===== src/rtl/adder_sub_stim_check.sv =====
// adder_sub_stim_check
//   On-chip BIST for the W-bit adder_sub datapath. After a start request it
//   walks every {control, carry_in, in1, in2} vector into the DUT. It checks
//   each result against a golden add/subtract model, counts mismatches, and
//   captures the first failing vector.
//
// Parameters
//   W    operand width of the DUT
//   LAT  DUT result latency in cycles (0 = combinational, 1..3 = registered)
//
// Ports
//   clk        in   1       rising-edge clock
//   rst_n      in   1       asynchronous active-low reset
//   start      in   1       run request, sampled only in IDLE or DONE
//   dut_out    in   W       DUT sum/difference
//   dut_cout   in   1       DUT carry_out
//   in1        out  W       operand A to DUT
//   in2        out  W       operand B to DUT
//   carry_in   out  1       carry input to DUT
//   control    out  1       0 = add, 1 = subtract
//   busy       out  1       run in progress (RUN or DRAIN)
//   done       out  1       run finished, held until next start or reset
//   pass       out  1       done and no mismatches seen
//   err_count  out  2W+3    saturating mismatch count
//   fail_idx   out  2W+2    index of first mismatching vector
//   fail_out   out  W       dut_out captured at first mismatch
//   fail_cout  out  1       dut_cout captured at first mismatch
module adder_sub_stim_check #(
    parameter int W   = 4,
    parameter int LAT = 0
) (
    input  logic             clk,
    input  logic             rst_n,
    input  logic             start,
    input  logic [W-1:0]     dut_out,
    input  logic             dut_cout,
    output logic [W-1:0]     in1,
    output logic [W-1:0]     in2,
    output logic             carry_in,
    output logic             control,
    output logic             busy,
    output logic             done,
    output logic             pass,
    output logic [2*W+2:0]   err_count,
    output logic [2*W+1:0]   fail_idx,
    output logic [W-1:0]     fail_out,
    output logic             fail_cout
);

    localparam int IW = 2 * W + 2;
    localparam logic [IW-1:0]  IDX_LAST = '1;
    localparam logic [IW:0]    ERR_MAX  = '1;

    typedef enum logic [1:0] {
        IDLE,
        RUN,
        DRAIN,
        DONE
    } state_t;

    state_t          state, state_nxt;
    logic [IW-1:0]   idx;
    logic            drv_valid;
    logic            start_run;

    // Stage 0 of the check pipeline: the vector currently on the drive pins.
    logic [W-1:0]    gold_b;
    logic [W:0]      exp0;

    // Compare point: the entry whose DUT result is present this cycle.
    logic            cmp_valid;
    logic [W:0]      cmp_exp;
    logic [IW-1:0]   cmp_idx;
    logic            cmp_last;
    logic            mismatch;

    // Drive pins come straight from the index register.
    assign control  = idx[IW-1];
    assign carry_in = idx[IW-2];
    assign in1      = idx[2*W-1:W];
    assign in2      = idx[W-1:0];

    always_comb begin
        gold_b = in2 ^ {W{control}};
        exp0   = {1'b0, in1} + {1'b0, gold_b} + {{W{1'b0}}, carry_in};
    end

    generate
        if (LAT == 0) begin : g_comb
            assign cmp_valid = drv_valid;
            assign cmp_exp   = exp0;
            assign cmp_idx   = idx;
        end else begin : g_delay
            logic          dl_valid [LAT];
            logic [W:0]    dl_exp   [LAT];
            logic [IW-1:0] dl_idx   [LAT];

            always_ff @(posedge clk or negedge rst_n) begin
                if (!rst_n) begin
                    for (int unsigned i = 0; i < LAT; i++) begin
                        dl_valid[i] <= 1'b0;
                        dl_exp[i]   <= '0;
                        dl_idx[i]   <= '0;
                    end
                end else begin
                    dl_valid[0] <= drv_valid;
                    dl_exp[0]   <= exp0;
                    dl_idx[0]   <= idx;
                    for (int unsigned i = 1; i < LAT; i++) begin
                        dl_valid[i] <= dl_valid[i-1];
                        dl_exp[i]   <= dl_exp[i-1];
                        dl_idx[i]   <= dl_idx[i-1];
                    end
                end
            end

            assign cmp_valid = dl_valid[LAT-1];
            assign cmp_exp   = dl_exp[LAT-1];
            assign cmp_idx   = dl_idx[LAT-1];
        end
    endgenerate

    assign cmp_last  = cmp_valid && (cmp_idx == IDX_LAST);
    assign mismatch  = cmp_valid && ({dut_cout, dut_out} != cmp_exp);
    assign start_run = start && ((state == IDLE) || (state == DONE));

    always_comb begin
        state_nxt = state;
        case (state)
            IDLE:  if (start) state_nxt = RUN;
            // The run ends when the last vector's result has been checked.
            // With LAT = 0 that happens in RUN. Otherwise, DRAIN covers the
            // cycles in which results are still in flight.
            RUN: begin
                if (cmp_last)
                    state_nxt = DONE;
                else if ((LAT > 0) && drv_valid && (idx == IDX_LAST))
                    state_nxt = DRAIN;
            end
            DRAIN: if (cmp_last) state_nxt = DONE;
            DONE:  if (start) state_nxt = RUN;
            default: state_nxt = IDLE;
        endcase
    end

    always_ff @(posedge clk or negedge rst_n) begin
        if (!rst_n) begin
            state <= IDLE;
        end else begin
            state <= state_nxt;
        end
    end

    always_ff @(posedge clk or negedge rst_n) begin
        if (!rst_n) begin
            idx       <= '0;
            drv_valid <= 1'b0;
            err_count <= '0;
            fail_idx  <= '0;
            fail_out  <= '0;
            fail_cout <= 1'b0;
        end else if (start_run) begin
            idx       <= '0;
            drv_valid <= 1'b1;
            err_count <= '0;
            fail_idx  <= '0;
            fail_out  <= '0;
            fail_cout <= 1'b0;
        end else begin
            // Once the last vector is issued, idx holds it on the pins.
            if ((state == RUN) && drv_valid) begin
                if (idx != IDX_LAST)
                    idx <= idx + 1'b1;
                else
                    drv_valid <= 1'b0;
            end
            if (mismatch) begin
                if (err_count != ERR_MAX)
                    err_count <= err_count + 1'b1;
                if (err_count == '0) begin
                    fail_idx  <= cmp_idx;
                    fail_out  <= dut_out;
                    fail_cout <= dut_cout;
                end
            end
        end
    end

    assign busy = (state == RUN) || (state == DRAIN);
    assign done = (state == DONE);
    assign pass = (state == DONE) && (err_count == '0);

endmodule


===== config.mk =====
export PLATFORM = sky130hd
export DESIGN_NAME = adder_sub_stim_check
export DESIGN_NICKNAME = d
export VERILOG_FILES = /design/src/rtl/adder_sub_stim_check.sv
export SDC_FILE = /design/constraint.sdc
export NUM_CORES = 1
export LEC_CHECK = 0
export CAP_MARGIN = 15
export CORE_MARGIN = 2
export CORE_UTILIZATION = 40
export CTS_CLUSTER_SIZE = 16
export DETAILED_ROUTE_END_ITERATION = 7
export GPL_ROUTABILITY_DRIVEN = 0
export PLACE_DENSITY_LB_ADDON = 0.12
export SKIP_CTS_REPAIR_TIMING = 1
export SKIP_LAST_GASP = 1
export SLEW_MARGIN = 20
export SYNTH_ARGS = -nofsm -noshare
export SYNTH_HDL_FRONTEND = slang
export SYNTH_SLANG_ARGS = --single-unit

===== constraint.sdc =====
create_clock -name clk -period 3.67 [get_ports clk]
set_input_delay 0.5505 -clock clk [delete_from_list [all_inputs] [get_ports clk]]
set_output_delay 0.5505 -clock clk [all_outputs]
set_load 0.05 [all_outputs]

==> impl_results.rst, run 1 <==
.. list-table::
   :header-rows: 1

   * - Metric
     - Value
   * - Number of buffers created by CTS
     - 5
   * - Layout cell share with drive strength beyond 1
     - 5.42%
   * - Kind of cell adding the most delay to the critical path
     - compound AO/OA/AOI/OAI gates
   * - CTS tree
     - done
   * - DIE WIDTH
     - 78.7 um
   * - Biggest fanout along the worst timing path
     - 18
   * - Complex-gate fraction of the synthesized area
     - 16.0%
   * - Worst Tran Pin Value
     - 866 ps
   * - Seq cells post-synth
     - 39
   * - Nature of the critical path endpoint
     - flip-flop
   * - Synthesized netlist net count
     - 254
   * - Area contributors post-synth
     - sky130_fd_sc_hd__dfrtp_1, sky130_fd_sc_hd__a21oi_1, sky130_fd_sc_hd__o21ai_0
   * - Post-Synth Adder-Cell Area
     - 6.29%
   * - Highest clock frequency the design can meet
     - 330 MHz
   * - Unrepaired setup endpoints after global routing
     - no
   * - Cell type with the highest occurrence count on the critical path
     - sky130_fd_sc_hd__fa_1
   * - Simple-Gate Fraction of Synth Area
     - 21.0%
   * - Cell type of the slowest stage on the worst timing path
     - sky130_fd_sc_hd__o211ai_2
   * - Clock tree sinks
     - 39
   * - Post-layout net count
     - 294
   * - Proportion of synthesized area in mux cells
     - 0%
   * - Layout filler cell count
     - 517
   * - Most used standard cell by instance count after synthesis
     - sky130_fd_sc_hd__dfrtp_1
   * - Register-to-Register Setup Slack
     - 640 ps
   * - Starting Density
     - 41.0%
   * - First-pass iteration count of the detailed router
     - 6
   * - Buffers added on ports
     - 46
   * - Final critical-path share of the clock period
     - 82.6%
   * - Iteration-0 DRC count of the detailed router
     - 58
   * - Antenna-violating nets left
     - 0
   * - DIE AREA
     - 0.00619 mm^2
   * - Library cell occupying the most area in the post-synthesis netlist
     - sky130_fd_sc_hd__dfrtp_1
   * - Worst reg2reg path endpoint
     - fail_idx[2]
   * - MaxCap Viol Count
     - 0
   * - Total negative slack for setup checks
     - 0 ps
   * - Wire length per cell after detailed routing
     - 15.3 um
   * - Sequential area share after synthesis
     - 43.8%
   * - Buffers and inverters on the worst path
     - 1
   * - Type of the most critical hold path
     - input port to async pin
   * - Final setup fails
     - 0
   * - Vias in the first global route
     - 1735
   * - Instance count of the mapped netlist
     - 236
   * - Clock latency of the later-clocked register in the worst-skew pair
     - 290 ps
   * - Clock tree root buffer cell
     - sky130_fd_sc_hd__clkbuf_8
   * - Wire length of the first global-routing pass
     - 8.91 mm
   * - Arrival @ worst endpoint
     - 3250 ps
   * - Number of levels in the clock H-tree
     - 2
   * - Max-slew headroom
     - 42.3%
   * - Average cell area after synthesis
     - 9.45 um^2
   * - Remaining global-route overflow
     - 0
   * - Total area of multi-input combinational cells
     - 0.00113 mm^2
   * - Register area
     - 976 um^2
   * - Dpl cells
     - 341
   * - Post-synthesis share of cell area spent on xor and xnor gates
     - 7.46%
   * - Number of top-level pins
     - 47
   * - Maximum VDD drop
     - 0.498 mV
   * - DPL Wire Length
     - 3.71 mm
   * - Power density over the cells
     - 828 mW/mm^2
   * - Dominant combinational cell family by area after synthesis
     - simple AND/OR/NAND/NOR gates
   * - Floorplan Core Area
     - 0.00544 mm^2
   * - Maximum number of pins on one net before global-route repair
     - 40
   * - Crit path kind
     - flip-flop to flip-flop
   * - Layout overhead on the synthesized area
     - 25.5%
   * - Clock skew
     - 4.26 ps
   * - Count of final hold-check violations
     - 0
   * - Number of rows created at floorplan
     - 27
   * - Count of flip-flops with a built-in enable after synthesis
     - 0
   * - Worst Hold Margin
     - 365 ps
   * - CP cell instances
     - xor2_1 -> fa_1 -> inv_1 -> fa_1 -> nor2b_1 -> o21ai_1 -> nor3b_1 -> o211ai_2 -> nand4_1 -> a21oi_1
   * - Netlist cell types
     - 40
   * - Critical path required time
     - 3890 ps
   * - Top-area cell type share of the netlist area
     - 43.8%
   * - Height of the die
     - 78.7 um
   * - Leading cell types by count after synthesis
     - sky130_fd_sc_hd__dfrtp_1, sky130_fd_sc_hd__a21oi_1, sky130_fd_sc_hd__o21ai_0
   * - Count of vias placed by the detailed router
     - 1880
   * - Tmin final
     - 3030 ps
   * - Routed wire length
     - 5.35 mm
   * - DRC violation count after routing
     - 0
   * - Number of vias per cell after detailed routing
     - 5.39
   * - Share of flip-flops with an asynchronous set or reset
     - 100%
   * - Diodes inserted
     - 0
   * - Overall fraction of global-route tracks in use
     - 18.7%
   * - Startpoint of the worst-slack reg-to-reg timing path
     - cmp_idx[9]
   * - Synth warnings
     - 0
   * - Primary flip-flop cell chosen by synthesis mapping
     - sky130_fd_sc_hd__dfrtp_1
   * - Worst Reg2Reg Path Length in Cells
     - 10
   * - Number of cells on the critical path
     - 10
   * - Longest individual stage delay on the worst path
     - 610 ps
   * - Non-filler instance count after layout
     - 349
   * - Count of final max-slew check failures
     - 0
   * - LEAKAGE
     - 1.18 nW
   * - Synth Cell Area
     - 0.00223 mm^2
   * - Status
     - complete, no violations
   * - Clock slew at the register clock pins of the worst setup and hold paths
     - 80 ps
   * - Startpoint types
     - flip-flop
   * - Clock Tree Buf Depth
     - 2
   * - Antenna violations before repair
     - 0
==> cells in the final DEF, fill, tap and decap left out, types with 3 or more instances in the layout <==
cell type                          n
sky130_fd_sc_hd__clkdlybuf4s50_1  45
sky130_fd_sc_hd__dfrtp_1          39
sky130_fd_sc_hd__a21oi_1          27
sky130_fd_sc_hd__o21ai_0          24
sky130_fd_sc_hd__nand4_1          19
sky130_fd_sc_hd__nand2_1          12
sky130_fd_sc_hd__xor2_1           11
sky130_fd_sc_hd__nor2_1           11
sky130_fd_sc_hd__nand3_1          10
sky130_fd_sc_hd__inv_1             8
sky130_fd_sc_hd__xnor2_1           8
sky130_fd_sc_hd__ha_1              8
sky130_fd_sc_hd__clkbuf_8          7
sky130_fd_sc_hd__and2_1            5
sky130_fd_sc_hd__and3_1            5
sky130_fd_sc_hd__or3_1             5
sky130_fd_sc_hd__o31ai_1           3
sky130_fd_sc_hd__or4_1             3
==> cell type report <==
cell class	instances	share of cell area (%)
multi-input combinational	174	40.5
sequential	39	34.9
timing repair buffer	48	16.8
clock buffer	8	3.58
tap	72	3.22
inverter	8	1.07
==> state kept, by name, indices dropped and copies added, names as in the netlist <==
| name | flops |
|---|---|
| fail_out | 4 |
| fail_cout | 1 |
| cmp_valid | 1 |
| state | 2 |
| cmp_idx | 10 |
| fail_idx | 10 |
| err_count | 11 |
==> layer usage <==
metal  global-route usage, %  share of wire [%]  vias to the layer above
met1                    27.6                 49                      899
met4                    6.32                1.2                        0
met2                    26.9                 46                       43
met5                       0                  0                        -
li1                        -                  -                      932
met3                    4.25                4.0                        6
==> worst max-delay path by stage <==
stage | start | to | slack [ps]
detailed placement | cmp_idx[9] | fail_idx[2] | 690
floorplan | cmp_idx[9] | err_count[10] | 530
global route | cmp_idx[9] | fail_idx[2] | 410
CTS | err_count[3] | pass | 660
finish | cmp_idx[9] | fail_idx[2] | 640
global placement | cmp_idx[9] | err_count[9] | 790
==> where the power goes <==
part / leakage (nW) / internal [mW] / total, mW / switching (mW)
sequential: 0.506 / 0.564 / 0.731 / 0.167
combinational: 0.618 / 0.445 / 1.26 / 0.819
clock: 0.0515 / 0.172 / 0.322 / 0.150
total: 1.18 / 1.18 / 2.32 / 1.14
==> kinds of logic (layout without fill, tap and decap cells) <==
group	count (synthesis)	count (layout)
xor gates and xnor gates	19	19
DFF	39	39
buffers and inverters	23	64
adders and majority gates	10	10
and+or+nand+nor	82	82
AOI/OAI and AO/OA	63	63
==> per-stage QoR <==
stage               instance area (um^2)  setup slack (ps)  power [mW]  util [%]
finish                              2800               639        2.32      51.5
global route                        2800               405        2.48      51.5
CTS                                 2800               658        2.34      51.5
detailed placement                  2700               686        2.01      49.6
global placement                    2700               790        2.00      49.6
floorplan                           2230               525        1.61         -
(Power assumes the default switching activity.)
==> run 2, diff against run 1 <==
clock period = 3.1 ns   (was 3.67 ns; I/O delays follow)
==> run 2 against run 1 <==
Compared with the run above:
- setup slack worse by 480 ps
- wire length up 7.2%
- sequential share of layout area is 0.93 points lower
- via count is 4.4% higher
- cell area up 2.9%
- flip-flop and latch count stayed put
- clock power rose by 35%
- critical endpoint is now err_count[9]
==> impl_results.rst, run 2 (same netlist as run 1, synthesis figures left out) <==
.. list-table::
   :header-rows: 1

   * - Metric
     - Value
   * - Status
     - complete, no violations
   * - Cell type with the highest occurrence count on the critical path
     - sky130_fd_sc_hd__fa_1
   * - Worst Tran Pin Value
     - 856 ps
   * - Biggest fanout along the worst timing path
     - 16
   * - Wire length per cell after detailed routing
     - 16.2 um
   * - Reg with most FFs
     - err_count
   * - Maximum number of pins on one net before global-route repair
     - 40
   * - Tmin final
     - 2940 ps
   * - LEAKAGE
     - 1.21 nW
   * - Number of rows created at floorplan
     - 27
   * - Number of vias per cell after detailed routing
     - 5.54
   * - Sum of met2 wire segment lengths after detailed routing
     - 2.64 mm
   * - Final critical-path share of the clock period
     - 94.9%
   * - Crit path kind
     - flip-flop to flip-flop
   * - Height of the die
     - 78.7 um
   * - Worst Hold Margin
     - 264 ps
   * - DPL Wire Length
     - 3.81 mm
   * - Count of vias placed by the detailed router
     - 1962
   * - Worst setup path start
     - cmp_idx[0]
   * - Clock tree sinks
     - 39
   * - Power density over the cells
     - 1010 mW/mm^2
   * - Startpoint of the worst-slack reg-to-reg timing path
     - cmp_idx[0]
   * - Arrival @ worst endpoint
     - 3180 ps
   * - Clock slew at the register clock pins of the worst setup and hold paths
     - 80 ps
   * - Antenna-violating nets left
     - 0
   * - Max-slew headroom
     - 42.9%
   * - Longest individual stage delay on the worst path
     - 520 ps
   * - Non-filler instance count after layout
     - 354
   * - Cell type of the slowest stage on the worst timing path
     - sky130_fd_sc_hd__or4_1
   * - Routed wire length
     - 5.73 mm
   * - Routed metal-1 wire length
     - 2.74 mm
   * - CP endpoint
     - err_count[9]
   * - Wire length of the first global-routing pass
     - 9.30 mm
   * - Worst reg2reg path endpoint
     - err_count[9]
   * - Nature of the critical path endpoint
     - flip-flop
   * - Diodes inserted
     - 0
   * - DIE AREA
     - 0.00619 mm^2
   * - Clock Tree Buf Depth
     - 2
   * - First-pass iteration count of the detailed router
     - 4
   * - Clock tree root buffer cell
     - sky130_fd_sc_hd__clkbuf_8
   * - Number of top-level pins
     - 47
   * - MaxCap Viol Count
     - 0
   * - CTS tree
     - done
   * - Critical path required time
     - 3330 ps
   * - Met3 wire length
     - 263 um
   * - Worst Reg2Reg Path Length in Cells
     - 10
   * - CP cell instances
     - xor2_1 -> fa_1 -> inv_1 -> fa_1 -> nor2b_1 -> o21ai_1 -> a21boi_1 -> o211a_4 -> or4_1 -> a21oi_1
   * - Total power after layout
     - 2.89 mW
   * - Overall fraction of global-route tracks in use
     - 19.2%
   * - Clock latency of the later-clocked register in the worst-skew pair
     - 300 ps
   * - Highest clock frequency the design can meet
     - 340 MHz
   * - Count of final max-slew check failures
     - 0
   * - Final setup margin
     - 157 ps
   * - Remaining global-route overflow
     - 0
   * - Largest register FFs
     - 11
   * - Register-to-Register Setup Slack
     - 160 ps
   * - DIE WIDTH
     - 78.7 um
   * - Layout filler cell count
     - 525
   * - Layout overhead on the synthesized area
     - 29.1%
   * - Clock skew
     - 6.76 ps
   * - DRC violation count after routing
     - 0
   * - Iteration-0 DRC count of the detailed router
     - 140
   * - Starting Density
     - 41.0%
   * - Dpl cells
     - 345
   * - Buffers added on ports
     - 46
   * - Floorplan Core Area
     - 0.00544 mm^2
   * - Post-layout net count
     - 299
   * - Setup slack after placement
     - 186 ps
   * - Highest metal layer with signal wires
     - met4
   * - Layout cell share with drive strength beyond 1
     - 8.51%
   * - Antenna violations before repair
     - 0
   * - Most common library cell in the layout ignoring fill and taps
     - sky130_fd_sc_hd__clkdlybuf4s50_1
   * - Type of the most critical hold path
     - input port to async pin
   * - Startpoint types
     - flip-flop
   * - Number of buffers created by CTS
     - 5
   * - Number of levels in the clock H-tree
     - 2
   * - Vias in the first global route
     - 1874
   * - Most frequent cells in the layout
     - sky130_fd_sc_hd__clkdlybuf4s50_1, sky130_fd_sc_hd__dfrtp_1, sky130_fd_sc_hd__a21oi_1
   * - Maximum VDD drop
     - 0.561 mV
   * - Count of final hold-check violations
     - 0
   * - Final setup fails
     - 0
-- run 2: per-stage QoR --
step | cell area, um^2 | utilization (%) | setup TNS, ps
floorplan | 2230 | - | 0
global placement | 2730 | 50.2 | 0
detailed placement | 2730 | 50.2 | 0
CTS | 2840 | 52.3 | 0
global route | 2880 | 52.9 | -17.6
finish | 2880 | 52.9 | 0
-- run 2: worst min-delay path by stage --
stage,endpoint
final,err_count[9]
after global routing,err_count[7]
after CTS,err_count[7]
after detailed placement,state[0]
after global placement,state[0]
after floorplan,cmp_idx[0]
-- run 2: final cells by class --
class                           count  area [um^2]  share of cell area (%)
Sequential cell                    39          977                    33.9
Multi-Input combinational cell    175         1170                    40.6
Clock buffer                        5         68.8                    2.39
Inverter                            8         30.0                    1.04
Tap cell                           72         90.1                    3.13
Clock inverter                      3         43.8                    1.52
Timing Repair Buffer               52          500                    17.4
-- run 2: critical path: cells and delay by family, from the launching register on --
kind            cells  cell delay (ps)
xor+xnor            1              210
buf+inv             1               80
fa+ha+maj           2              600
compound gates      4              910
simple gates        2              590
flops               1              480
-- run 2: power breakdown --
part,switching [mW],total [mW],internal [mW],leakage (nW)
Sequential,0.170,0.838,0.668,0.504
Combinational,1.06,1.62,0.561,0.648
Clock,0.195,0.435,0.240,0.0581
Total,1.42,2.89,1.47,1.21
-- run 2: per-layer routing --
metal | track usage, % | vias up
li1 | - | 952
met1 | 28.2 | 959
met2 | 27.5 | 44
met3 | 4.71 | 7
met4 | 6.49 | 0
met5 | 0 | -
==> run 3, diff against run 2 <==
CTS_BUF_LIST = sky130_fd_sc_hd__clkbuf_4 sky130_fd_sc_hd__clkbuf_8   (was unset)
==> results of run 3 <==
Same layout as run 2: the final DEF is identical, and so are final timing and power.
